### src/rtl/decryption_demux.sv
// Word-to-byte front end: serialises 32-bit ciphertext words MSB-first onto a shared
// byte bus and steers them to one of three decryption engines via a one-hot valid.
module decryption_demux #(
  parameter int MST_DWIDTH = 32,
  parameter int SYS_DWIDTH = 8
) (
  input  logic                  clk,
  input  logic                  rst_n,
  input  logic [1:0]            select,
  input  logic [MST_DWIDTH-1:0] data_i,
  input  logic                  valid_i,
  output logic                  ready_o,
  input  logic [2:0]            busy_i,
  output logic [SYS_DWIDTH-1:0] data_o,
  output logic [2:0]            valid_o
);

  typedef enum logic {
    IDLE,
    SEND
  } state_t;

  state_t                  state;
  logic [1:0]              idx;
  logic [MST_DWIDTH-1:0]   word_q;
  logic [1:0]              sel_q;
  logic                    sel_busy;

  // Only the engine the word is routed to can stall the stream.
  always_comb begin
    sel_busy = 1'b0;
    case (sel_q)
      2'd0:    sel_busy = busy_i[0];
      2'd1:    sel_busy = busy_i[1];
      2'd2:    sel_busy = busy_i[2];
      default: sel_busy = 1'b0;
    endcase
  end

  always_ff @(posedge clk or negedge rst_n) begin
    if (!rst_n) begin
      state   <= IDLE;
      idx     <= 2'd0;
      word_q  <= '0;
      sel_q   <= 2'd0;
      ready_o <= 1'b1;
      data_o  <= '0;
      valid_o <= 3'b000;
    end else begin
      case (state)
        IDLE: begin
          valid_o <= 3'b000;
          // A select of 3 names no engine, so that word is consumed and dropped.
          if (valid_i && ready_o && (select != 2'd3)) begin
            word_q  <= data_i;
            sel_q   <= select;
            idx     <= 2'd0;
            state   <= SEND;
            ready_o <= 1'b0;
          end
        end
        SEND: begin
          if (sel_busy) begin
            valid_o <= 3'b000;
          end else begin
            // The word register shifts left so its top byte is always the next to send.
            data_o  <= word_q[MST_DWIDTH-1 -: SYS_DWIDTH];
            word_q  <= word_q << SYS_DWIDTH;
            valid_o <= 3'b001 << sel_q;
            idx     <= idx + 2'd1;
            if (idx == 2'd3) begin
              state   <= IDLE;
              ready_o <= 1'b1;
            end
          end
        end
        default: begin
          state   <= IDLE;
          ready_o <= 1'b1;
          valid_o <= 3'b000;
        end
      endcase
    end
  end

endmodule

### config.mk
export PLATFORM = sky130hd
export DESIGN_NAME = decryption_demux
export DESIGN_NICKNAME = d
export VERILOG_FILES = /design/src/rtl/decryption_demux.sv
export SDC_FILE = /design/constraint.sdc
export NUM_CORES = 1
export LEC_CHECK = 0
export BUFFER_PORTS_ARGS = -buffer_cell sky130_fd_sc_hd__buf_4
export CAP_MARGIN = 5
export CORE_MARGIN = 8
export CORE_UTILIZATION = 45
export DETAILED_ROUTE_END_ITERATION = 8
export HOLD_SLACK_MARGIN = 0.06
export PLACE_DENSITY = 0.68
export SETUP_SLACK_MARGIN = 0.02
export SYNTH_ARGS = -nofsm -noshare
export SYNTH_HDL_FRONTEND = slang
export SYNTH_SLANG_ARGS = --single-unit
### constraint.sdc
create_clock -name clk -period 1.82 [get_ports clk]
set_input_delay 0.364 -clock clk [delete_from_list [all_inputs] [get_ports clk]]
set_output_delay 0.364 -clock clk [all_outputs]
set_load 0.01 [all_outputs]
==> flow_metrics.env, run 1 <==
export IMPL_diodes=0
export IMPL_cp_arrival_ns=1.89
export IMPL_first_iter_violations=41
export IMPL_final_hold_violation_count=0
export IMPL_crit_path_end_kind="flip-flop"
export IMPL_die_x_um=88.8
export IMPL_synth_ff_type="dfrtp_1"
export IMPL_yosysMostFrequentCell="mux2i_1"
export IMPL_die_area_um2=7890
export IMPL_p_total_mw=4.23
export IMPL_cts_buffers=5
export IMPL_antenna_left=0
export IMPL_via_count=1616
export IMPL_drt_pass1_iter_count=5
export IMPL_avgSynthCellArea_um2=12.8
export IMPL_path_buf_inv=0
export IMPL_hold_class="input pin to asynchronous set/reset pin"
export IMPL_regArea_um2=1230
export IMPL_cts_tree="built"
export IMPL_slowest_delay_ns=0.45
export IMPL_grt_max_degree=50
export IMPL_cts_hold_buf=0
export IMPL_setup_violations=0
export IMPL_min_period_ns=1.71
export IMPL_areaGrowthSynthToFinish_pct=23.8
export IMPL_grt_use_total=0.133
export IMPL_cpMaxStageDelayCell="dfrtp_1"
export IMPL_numPortBuffers=51
export IMPL_crit_chain="mux2i_2 -> o211ai_4 -> and3b_1 -> a221o_1"
export IMPL_critPathMaxFanout=11
export IMPL_wire_per_inst_um=15.5
export IMPL_hpwl_um=3410
export IMPL_num_io_pins=52
export IMPL_p_leak_nw=1.51
export IMPL_yosysWarnings=0
export IMPL_netlist_area_um2=2390
export IMPL_start_kind="flip-flop"
export IMPL_yosys_top_cells_area="dfrtp_1 (50%), mux2i_1 (29%), mux2_2 (4.2%)"
export IMPL_multiInputGateArea_um2=1080
export IMPL_die_h_um=88.8
export IMPL_grt_first_pass_wirelength_um=8160
export IMPL_ir_worst_vdd_v=0.000751
export IMPL_clk_pin_slew_ns=0.09
export IMPL_worstMarginPinSlew_ns=0.628
export IMPL_rsz0062_at_grt="false"
export IMPL_drive_gt1_frac=0.342
export IMPL_drc_errors=0
export IMPL_synth_fp_nets=228
export IMPL_max_slew_margin=0.581
export IMPL_status="finished, final reports clean"
export IMPL_cts_root_buf="clkbuf_8"
export IMPL_netlist_instances=187
export IMPL_maxCapViolations=0
export IMPL_ys_seq_elements=49
export IMPL_drv_slew=0
export IMPL_synth_edf_count=0
export IMPL_wirelength_um=4850
export IMPL_htreeDepth=2
export IMPL_gp_congestion=0.706
export IMPL_powerDensity_nw_per_um2=1430
export IMPL_core_area_um2=5110
export IMPL_synth_async_reset_ratio=1.00
export IMPL_start_util=0.467
export IMPL_cts_setup_buffers=0
export IMPL_synth_top_area_frac=0.503
export IMPL_finClkSkew_ns=0.00749
export IMPL_ys_seq_area_frac=0.514
export IMPL_fmax_ghz=0.586
export IMPL_dpl_worst_slack_ns=0.0161
export IMPL_overflow=0
export IMPL_clk_path_buf_depth=2
export IMPL_crit_required_ns=2.00
export IMPL_synth_common_cells="mux2i_1 (69), dfrtp_1 (48), nand2_1 (17), mux2_2 (9), o21ai_1 (8)"
export IMPL_critPathKind="flip-flop to flip-flop"
export IMPL_clk_latency_ns=0.30
export IMPL_worst_path_dominant_cell_family="compound AO/OA/AOI/OAI gates"
export IMPL_viasPerCell=5.16
export IMPL_cts_sinks=49
export IMPL_fill_cells=450
export IMPL_setup_slack_ns=0.112
export IMPL_fp_row_count=26
export IMPL_yosysTopAreaCell="dfrtp_1"
export IMPL_fin_nets=283
export IMPL_setup_tns_final_ns=0
export IMPL_grt_pass1_vias=1731
export IMPL_period_share=0.938
export IMPL_antenna_found_initial=0
export IMPL_synth_cell_type_count=29
worst register-to-register path, stage by stage, from the launching register on:
cell,delay [ns]
dfrtp_1,0.45
mux2i_2,0.40
o211ai_4,0.23
and3b_1,0.25
a221o_1,0.26
routing by layer:
| layer | up-vias | track usage | share of wire |
|---|---|---|---|
| li1 | 780 | - | - |
| met1 | 797 | 0.167 | 0.45 |
| met2 | 35 | 0.213 | 0.49 |
| met3 | 4 | 0.0390 | 0.050 |
| met4 | 0 | 0.0415 | 0.0078 |
| met5 | - | 0 | 0 |
power breakdown:
| group | switching, mW | internal, mW |
|---|---|---|
| sequential | 0.293 | 1.48 |
| clock | 0.352 | 0.267 |
| combinational | 0.859 | 0.977 |
layout make-up:
type,instances,area share
tap,70,0.0296
multi-input combinational,123,0.367
clock buffer,6,0.0246
sequential,49,0.415
clock inverter,2,0.00339
inverter,3,0.00381
timing repair buffer,60,0.157
registers in the layout, indices dropped and copies added (netlist names):
signal   cells
data_o       8
idx          2
ready_o      1
sel_q        2
state        1
valid_o      3
word_q      32
final timing paths:
kind / from / end / slack, ns / cells after the start
max: sel_q[0]$_DFFE_PN0P_ / word_q[14]$_DFFE_PN0P_ / 0.11 / 4
max in group asynchronous: rst_n / word_q[29]$_DFFE_PN0P_ / 1.32 / 1
min reg2reg: ready_o$_DFFE_PN1P_ / ready_o$_DFFE_PN1P_ / 0.49 / 2
min: rst_n / data_o[0]$_DFFE_PN0P_ / 0.07 / 1
max reg2reg: sel_q[0]$_DFFE_PN0P_ / word_q[14]$_DFFE_PN0P_ / 0.11 / 4
min in group clk: data_i[5] / word_q[5]$_DFFE_PN0P_ / 0.27 / 3
repair_timing:
item	4_1_cts	5_1_grt
resized for setup	1	0
endpoints found under the setup margin	6	0
endpoints found under the hold margin	0	0
cell families (layout without fill, tap and decap cells):
kind of cell | count (synthesis) | after routing | synth area share
compound gates | 15 | 15 | 0.0440
mux | 80 | 80 | 0.342
fa+ha+maj | 1 | 1 | 0.00524
buf+inv | 15 | 71 | 0.0356
flops | 49 | 49 | 0.514
simple gates | 27 | 27 | 0.0587
layout by cell type (no fill, tap or decap), drive strengths merged:
| cell type | Yosys | layout |
|---|---|---|
| o21ai | 11 | 11 |
| nor3 | 1 | 1 |
| nor3b | 2 | 2 |
| and3b | 1 | 1 |
| dfstp | 1 | 1 |
| o211ai | 1 | 1 |
| nand3b | 3 | 3 |
| and4 | 1 | 1 |
| nand3 | 1 | 1 |
| mux2 | 10 | 10 |
| clkbuf | 6 | 6 |
| nand2 | 17 | 17 |
| a22oi | 1 | 1 |
| inv | 3 | 3 |
| dfrtp | 48 | 48 |
| o2bb2ai | 1 | 1 |
| mux2i | 70 | 70 |
| buf | 6 | 60 |
| a221o | 1 | 1 |
| clkinv | 0 | 2 |
| nor2 | 1 | 1 |
| ha | 1 | 1 |
metrics by stage:
step / cell area (µm²) / utilization / std cells / hold slack, ns
3_3_place_gp: 2860 / 0.561 / 305 / 0.435
4_1_cts: 2960 / 0.579 / 313 / 0.0965
2_1_floorplan: 2390 / - / 187 / 0.0684
6_report: 2960 / 0.579 / 313 / 0.0671
3_5_place_dp: 2860 / 0.561 / 305 / 0.429
5_1_grt: 2960 / 0.579 / 313 / 0.119
Note: power is estimated with default switching activity, not from simulation.
==> inputs of run 2 (changes only) <==
Settings changed: RECOVER_POWER set to 25.
==> run 2 against run 1 <==
Critical path depth stayed put; sequential power barely moved; power hardly changed; critical endpoint unchanged; die area unchanged; count of clock-buffer cells in the layout unchanged; design area hardly changed; largest power group unchanged; flip-flop and latch count stayed put; sequential share of layout area is essentially flat; non-clock buffer count is the same; largest cell class unchanged; fmax is essentially flat; first-iteration DRC count unchanged.
==> flow_metrics.env, run 2 (synthesis gave the netlist of run 1 again) <==
export IMPL_num_io_pins=52
export IMPL_period_share=0.939
export IMPL_crit_required_ns=2.00
export IMPL_hold_class="input pin to flip-flop"
export IMPL_p_leak_nw=1.51
export IMPL_antenna_found_initial=0
export IMPL_drive_gt1_frac=0.342
export IMPL_cts_tree="built"
export IMPL_ir_worst_vdd_v=0.000751
export IMPL_start_kind="flip-flop"
export IMPL_grt_max_degree=50
export IMPL_worstMarginPinSlew_ns=1.23
export IMPL_via_count=1616
export IMPL_clk_latency_ns=0.30
export IMPL_crit_path_end_kind="flip-flop"
export IMPL_critPathKind="flip-flop to flip-flop"
export IMPL_min_period_ns=1.71
export IMPL_start_util=0.467
export IMPL_grt_first_pass_wirelength_um=8160
export IMPL_p_total_mw=4.23
export IMPL_final_hold_violation_count=0
export IMPL_viasPerCell=5.16
export IMPL_placed_area_um2=2860
export IMPL_wirelength_um=4850
export IMPL_setup_violations=0
export IMPL_largest_reg_flops=32
export IMPL_largest_registers="word_q (32), data_o (8), valid_o (3)"
export IMPL_r2r_start="sel_q[0]$_DFFE_PN0P_"
export IMPL_die_x_um=88.8
export IMPL_cts_hold_buf=0
export IMPL_fmax_ghz=0.585
export IMPL_cts_root_buf="clkbuf_8"
export IMPL_cp_arrival_ns=1.89
export IMPL_drt_pass1_iter_count=5
export IMPL_die_h_um=88.8
export IMPL_cts_buffers=5
export IMPL_layout_cells_most_common_list="mux2i_1 (69), buf_4 (58), dfrtp_1 (48)"
export IMPL_first_iter_violations=41
export IMPL_antenna_left=0
export IMPL_finClkSkew_ns=0.00749
export IMPL_reg2reg_depth=4
export IMPL_crit_path_end="word_q[14]$_DFFE_PN0P_"
export IMPL_die_area_um2=7890
export IMPL_cts_sinks=49
export IMPL_drv_slew=0
export IMPL_maxCapViolations=0
export IMPL_stdcell_area_um2=2950
export IMPL_gp_congestion=0.706
export IMPL_drc_errors=0
export IMPL_fin_nets=283
export IMPL_diodes=0
export IMPL_wire_per_inst_um=15.5
export IMPL_fill_cells=451
export IMPL_final_util=0.578
export IMPL_htreeDepth=2
export IMPL_crit_path_start="sel_q[0]$_DFFE_PN0P_"
export IMPL_timing_rr_end="word_q[14]$_DFFE_PN0P_"
export IMPL_rsz0062_at_grt="false"
export IMPL_critPathMaxFanout=11
export IMPL_grt_use_total=0.133
export IMPL_fp_row_count=26
export IMPL_powerDensity_nw_per_um2=1430
export IMPL_overflow=0
export IMPL_max_slew_margin=0.181
export IMPL_final_common_cell="mux2i_1"
export IMPL_numPortBuffers=51
export IMPL_areaGrowthSynthToFinish_pct=23.7
export IMPL_hpwl_um=3410
export IMPL_clk_path_buf_depth=2
export IMPL_status="finished, final reports clean"
export IMPL_core_area_um2=5110
export IMPL_regMostFlops="word_q"
export IMPL_setup_tns_final_ns=0
export IMPL_grt_pass1_vias=1731
export IMPL_r2r_slack_ns=0.11
export IMPL_clk_pin_slew_ns=0.08
run 2: changes by cell type in the layout (fill, tap and decap cells not counted), sizes merged:
cell	change
buf	-1
clkbuf	+1
run 2: timing repair:
action,4_1_cts,5_1_grt
endpoints found under the setup margin,6,0
resized for setup,1,0
setup buffers,0,0
run 2: where the power goes:
part | switching (mW) | total [mW] | internal, mW
clock network | 0.352 | 0.619 | 0.267
logic | 0.859 | 1.83 | 0.976
registers | 0.293 | 1.78 | 1.48
total | 1.50 | 4.23 | 2.73
run 2: through the flow:
step / hold WS (ns) / instances / setup WS, ns
2_1_floorplan: 0.0684 / 187 / 0.251
6_report: 0.273 / 313 / 0.112
3_3_place_gp: 0.435 / 305 / 0.0636
4_1_cts: 0.0965 / 313 / 0.142
5_1_grt: 0.273 / 313 / 0.0514
3_5_place_dp: 0.429 / 305 / 0.0161
run 2: cell type report:
| cell class | instances | area (µm²) | area share |
|---|---|---|---|
| flip-flops and latches | 49 | 1230 | 0.416 |
| multi-input cells | 123 | 1080 | 0.367 |
| repair buffers | 60 | 460 | 0.156 |
| well taps | 70 | 87.6 | 0.0297 |
| clock buffers | 6 | 72.6 | 0.0246 |
| inverters | 3 | 11.3 | 0.00381 |
| clock inverters | 2 | 10.0 | 0.00339 |
run 2: per-layer routing:
metal / vias up / global-route usage / wire length [µm]
met3: 4 / 0.0390 / 242
met4: 0 / 0.0415 / 38
met1: 797 / 0.167 / 2200
met2: 35 / 0.213 / 2360
li1: 780 / - / -
met5: - / 0 / 0
run 2: how the worst min path moves through the flow:
stage                     startpoint                    end  slack [ns]  cells past startpoint
final                      data_i[5]  word_q[5]$_DFFE_PN0P_        0.27                      3
after global routing       data_i[7]  word_q[7]$_DFFE_PN0P_        0.27                      3
after CTS                      rst_n   valid_o[0]$_DFF_PN0_         0.1                      1
after detailed placement       rst_n   valid_o[0]$_DFF_PN0_        0.43                      1
after global placement         rst_n   valid_o[0]$_DFF_PN0_        0.43                      1
after floorplan                rst_n  data_o[0]$_DFFE_PN0P_        0.07                      0
run 2: worst max-delay path, cell delays in order, from the launching register on:
cell	delay (ns)
dfrtp_1	0.45
mux2i_2	0.40
o211ai_4	0.23
and3b_1	0.25
a221o_1	0.26
==> inputs of run 3 (changes only) <==
Settings changed: ABC_AREA set to 1, CELL_PAD_IN_SITES_DETAIL_PLACEMENT set to 0, CELL_PAD_IN_SITES_GLOBAL_PLACEMENT set to 1, CORE_UTILIZATION 45 to 38, PLACE_DENSITY 0.68 to unset, PLACE_DENSITY_LB_ADDON set to 0.1.
==> run 3 against run 2 <==
Clock power is 28% higher; global-route usage is 0.081 points lower; cell count is 33% higher; highest routed layer unchanged.
==> flow_metrics.env, run 3 <==
export IMPL_netlist_instances=291
export IMPL_combPwrFrac=0.055
export IMPL_layout_cells_most_common_list="nand2_1 (170), buf_4 (58), dfrtp_1 (48)"
export IMPL_gp_congestion=0.711
export IMPL_overflow=0
export IMPL_min_period_ns=1.53
export IMPL_clk_latency_ns=0.29
export IMPL_first_iter_violations=119
export IMPL_setup_tns_final_ns=0
export IMPL_cts_buffers=5
export IMPL_crit_path_end_kind="flip-flop"
export IMPL_grt_max_degree=50
export IMPL_yosysWarnings=0
export IMPL_synth_edf_count=0
export IMPL_power_switching_mw=0.391
export IMPL_final_hold_violation_count=0
export IMPL_numPortBuffers=51
export IMPL_grtUsageMet2=0.195
export IMPL_critPathKind="flip-flop to flip-flop"
export IMPL_setup_violations=0
export IMPL_p_total_mw=1.99
export IMPL_synth_cell_type_count=15
export IMPL_final_common_cell="nand2_1"
export IMPL_start_util=0.386
export IMPL_yosysMostFrequentCell="nand2_1"
export IMPL_areaGrowthSynthToFinish_pct=24.3
export IMPL_synth_fp_nets=332
export IMPL_die_area_um2=8630
export IMPL_yosysTopAreaCell="dfrtp_1"
export IMPL_drc_errors=0
export IMPL_worstMarginPinSlew_ns=1.22
export IMPL_num_io_pins=52
export IMPL_cts_hold_buf=0
export IMPL_fp_row_count=28
export IMPL_largest_registers="word_q (32), data_o (8), valid_o (3)"
export IMPL_start_kind="flip-flop"
export IMPL_ir_worst_vdd_v=0.000321
export IMPL_max_slew_margin=0.186
export IMPL_grt_busiest_layer="met2"
export IMPL_p_seq_frac=0.547
export IMPL_maxCapViolations=0
export IMPL_fin_nets=381
export IMPL_finClkSkew_ns=0.00579
export IMPL_gr_usage_met1=0.177
export IMPL_largest_reg_flops=32
export IMPL_cts_tree="built"
export IMPL_die_h_um=92.9
export IMPL_p_leak_nw=1.65
export IMPL_ys_seq_area_frac=0.546
export IMPL_avgSynthCellArea_um2=7.72
export IMPL_final_util=0.480
export IMPL_antenna_left=0
export IMPL_placed_area_um2=2680
export IMPL_netlist_area_um2=2250
export IMPL_swShare=0.197
export IMPL_clkPwrFrac=0.398
export IMPL_synth_ff_type="dfrtp_1"
export IMPL_clk_pin_slew_ns=0.08
export IMPL_wirelength_um=5340
export IMPL_hpwl_um=3530
export IMPL_critPathMaxFanout=25
export IMPL_die_x_um=92.9
export IMPL_fill_cells=635
export IMPL_cts_sinks=49
export IMPL_stdcell_area_um2=2790
export IMPL_drv_slew=0
export IMPL_htreeDepth=2
export IMPL_clk_path_buf_depth=2
export IMPL_multiInputGateArea_um2=888
export IMPL_synth_async_reset_ratio=1.00
export IMPL_status="finished, final reports clean"
export IMPL_cts_root_buf="clkbuf_8"
export IMPL_fmax_ghz=0.653
export IMPL_use_met3=0.0437
export IMPL_synth_top_area_frac=0.535
export IMPL_cts_setup_buffers=0
export IMPL_regArea_um2=1230
export IMPL_hold_class="input pin to flip-flop"
export IMPL_dpl_worst_slack_ns=0.299
export IMPL_grt_use_total=0.132
export IMPL_period_share=0.841
export IMPL_crit_required_ns=2.01
export IMPL_ys_seq_elements=49
export IMPL_grt_first_pass_wirelength_um=9270
export IMPL_viasPerCell=4.57
export IMPL_via_count=1903
export IMPL_wire_per_inst_um=12.8
export IMPL_diodes=0
export IMPL_antenna_found_initial=0
export IMPL_powerDensity_nw_per_um2=712
export IMPL_regMostFlops="word_q"
export IMPL_setup_slack_ns=0.290
export IMPL_grt_pass1_vias=1914
export IMPL_drt_pass1_iter_count=4
export IMPL_rsz0062_at_grt="false"
export IMPL_core_area_um2=5820
export IMPL_internal_power_mw=1.60
export IMPL_drive_gt1_frac=0.205
export IMPL_cts_resized=0
export IMPL_synth_common_cells="nand2_1 (170), dfrtp_1 (48), nand3_1 (38), buf_4 (8), clkbuf_1 (5)"
export IMPL_yosys_top_cells_area="dfrtp_1 (53%), nand2_1 (28%), nand3_1 (8.5%)"
export IMPL_cp_arrival_ns=1.72
-- run 3: cell types whose count changed in the layout (fill, tap and decap cells not counted), moves of 3 or more --
| cell | change |
|---|---|
| nand2_1 | +153 |
| mux2_2 | -9 |
| nand3b_1 | -3 |
| mux2i_1 | -69 |
| o21ai_1 | -7 |
| nand3_1 | +38 |
-- run 3: final timing paths --
kind                       slack, ns                      to  cells after the start              startpoint
setup / recovery                0.29      idx[1]$_DFFE_PN0P_                      7    sel_q[0]$_DFFE_PN0P_
hold / removal                  0.26   word_q[5]$_DFFE_PN0P_                      3               data_i[5]
setup reg to reg                0.29      idx[1]$_DFFE_PN0P_                      7    sel_q[0]$_DFFE_PN0P_
hold reg to reg                 0.48   data_o[3]$_DFFE_PN0P_                      2  word_q[27]$_DFFE_PN0P_
max in group asynchronous       0.76  word_q[10]$_DFFE_PN0P_                      1                   rst_n
min in group asynchronous       0.31      idx[0]$_DFFE_PN0P_                      1                   rst_n
-- run 3: metal layers --
layer	vias to the layer above	wire, µm
met5	-	0
met4	0	45
met3	4	292
met2	42	2370
met1	857	2630
li1	1000	-
-- run 3: metrics by stage --
step	std cells	hold slack, ns
2_1_floorplan	291	0.0684
3_3_place_gp	408	0.437
3_5_place_dp	408	0.430
4_1_cts	416	0.0972
5_1_grt	416	0.256
6_report	416	0.261
-- run 3: layout make-up --
cell class,count,area share
Clock buffer,7,0.0309
Clock inverter,1,0.0108
Inverter,7,0.00941
Multi-Input combinational cell,218,0.318
Sequential cell,49,0.440
Tap cell,75,0.0336
Timing Repair Buffer,59,0.158
-- run 3: critical path, stage by stage (launching register included) --
cell     delay [ns]
dfrtp_1        0.42
inv_1          0.12
nand3_1        0.10
nand4_1        0.18
buf_4          0.31
inv_2          0.15
nand2_1        0.09
nand2_1        0.05
-- run 3: cells by family (layout without fill, tap and decap cells) --
group / after synthesis / in the layout / share of synthesized area
and+or+nand+nor: 213 / 213 / 0.381
DFF: 49 / 49 / 0.546
buffers and inverters: 24 / 74 / 0.0585
AOI/OAI and AO/OA: 4 / 4 / 0.00890
adders and majority gates: 1 / 1 / 0.00557
-- run 3: power by group through the flow --
stage / Sequential [mW] / Combinational, mW / Clock [mW]
after CTS: 1.09 / 0.113 / 0.820
after detailed placement: 1.11 / 0.112 / 0
after global routing: 1.09 / 0.123 / 0.867
after global placement: 1.11 / 0.113 / 0
after floorplan: 1.11 / 0.0214 / 0
final: 1.09 / 0.109 / 0.792
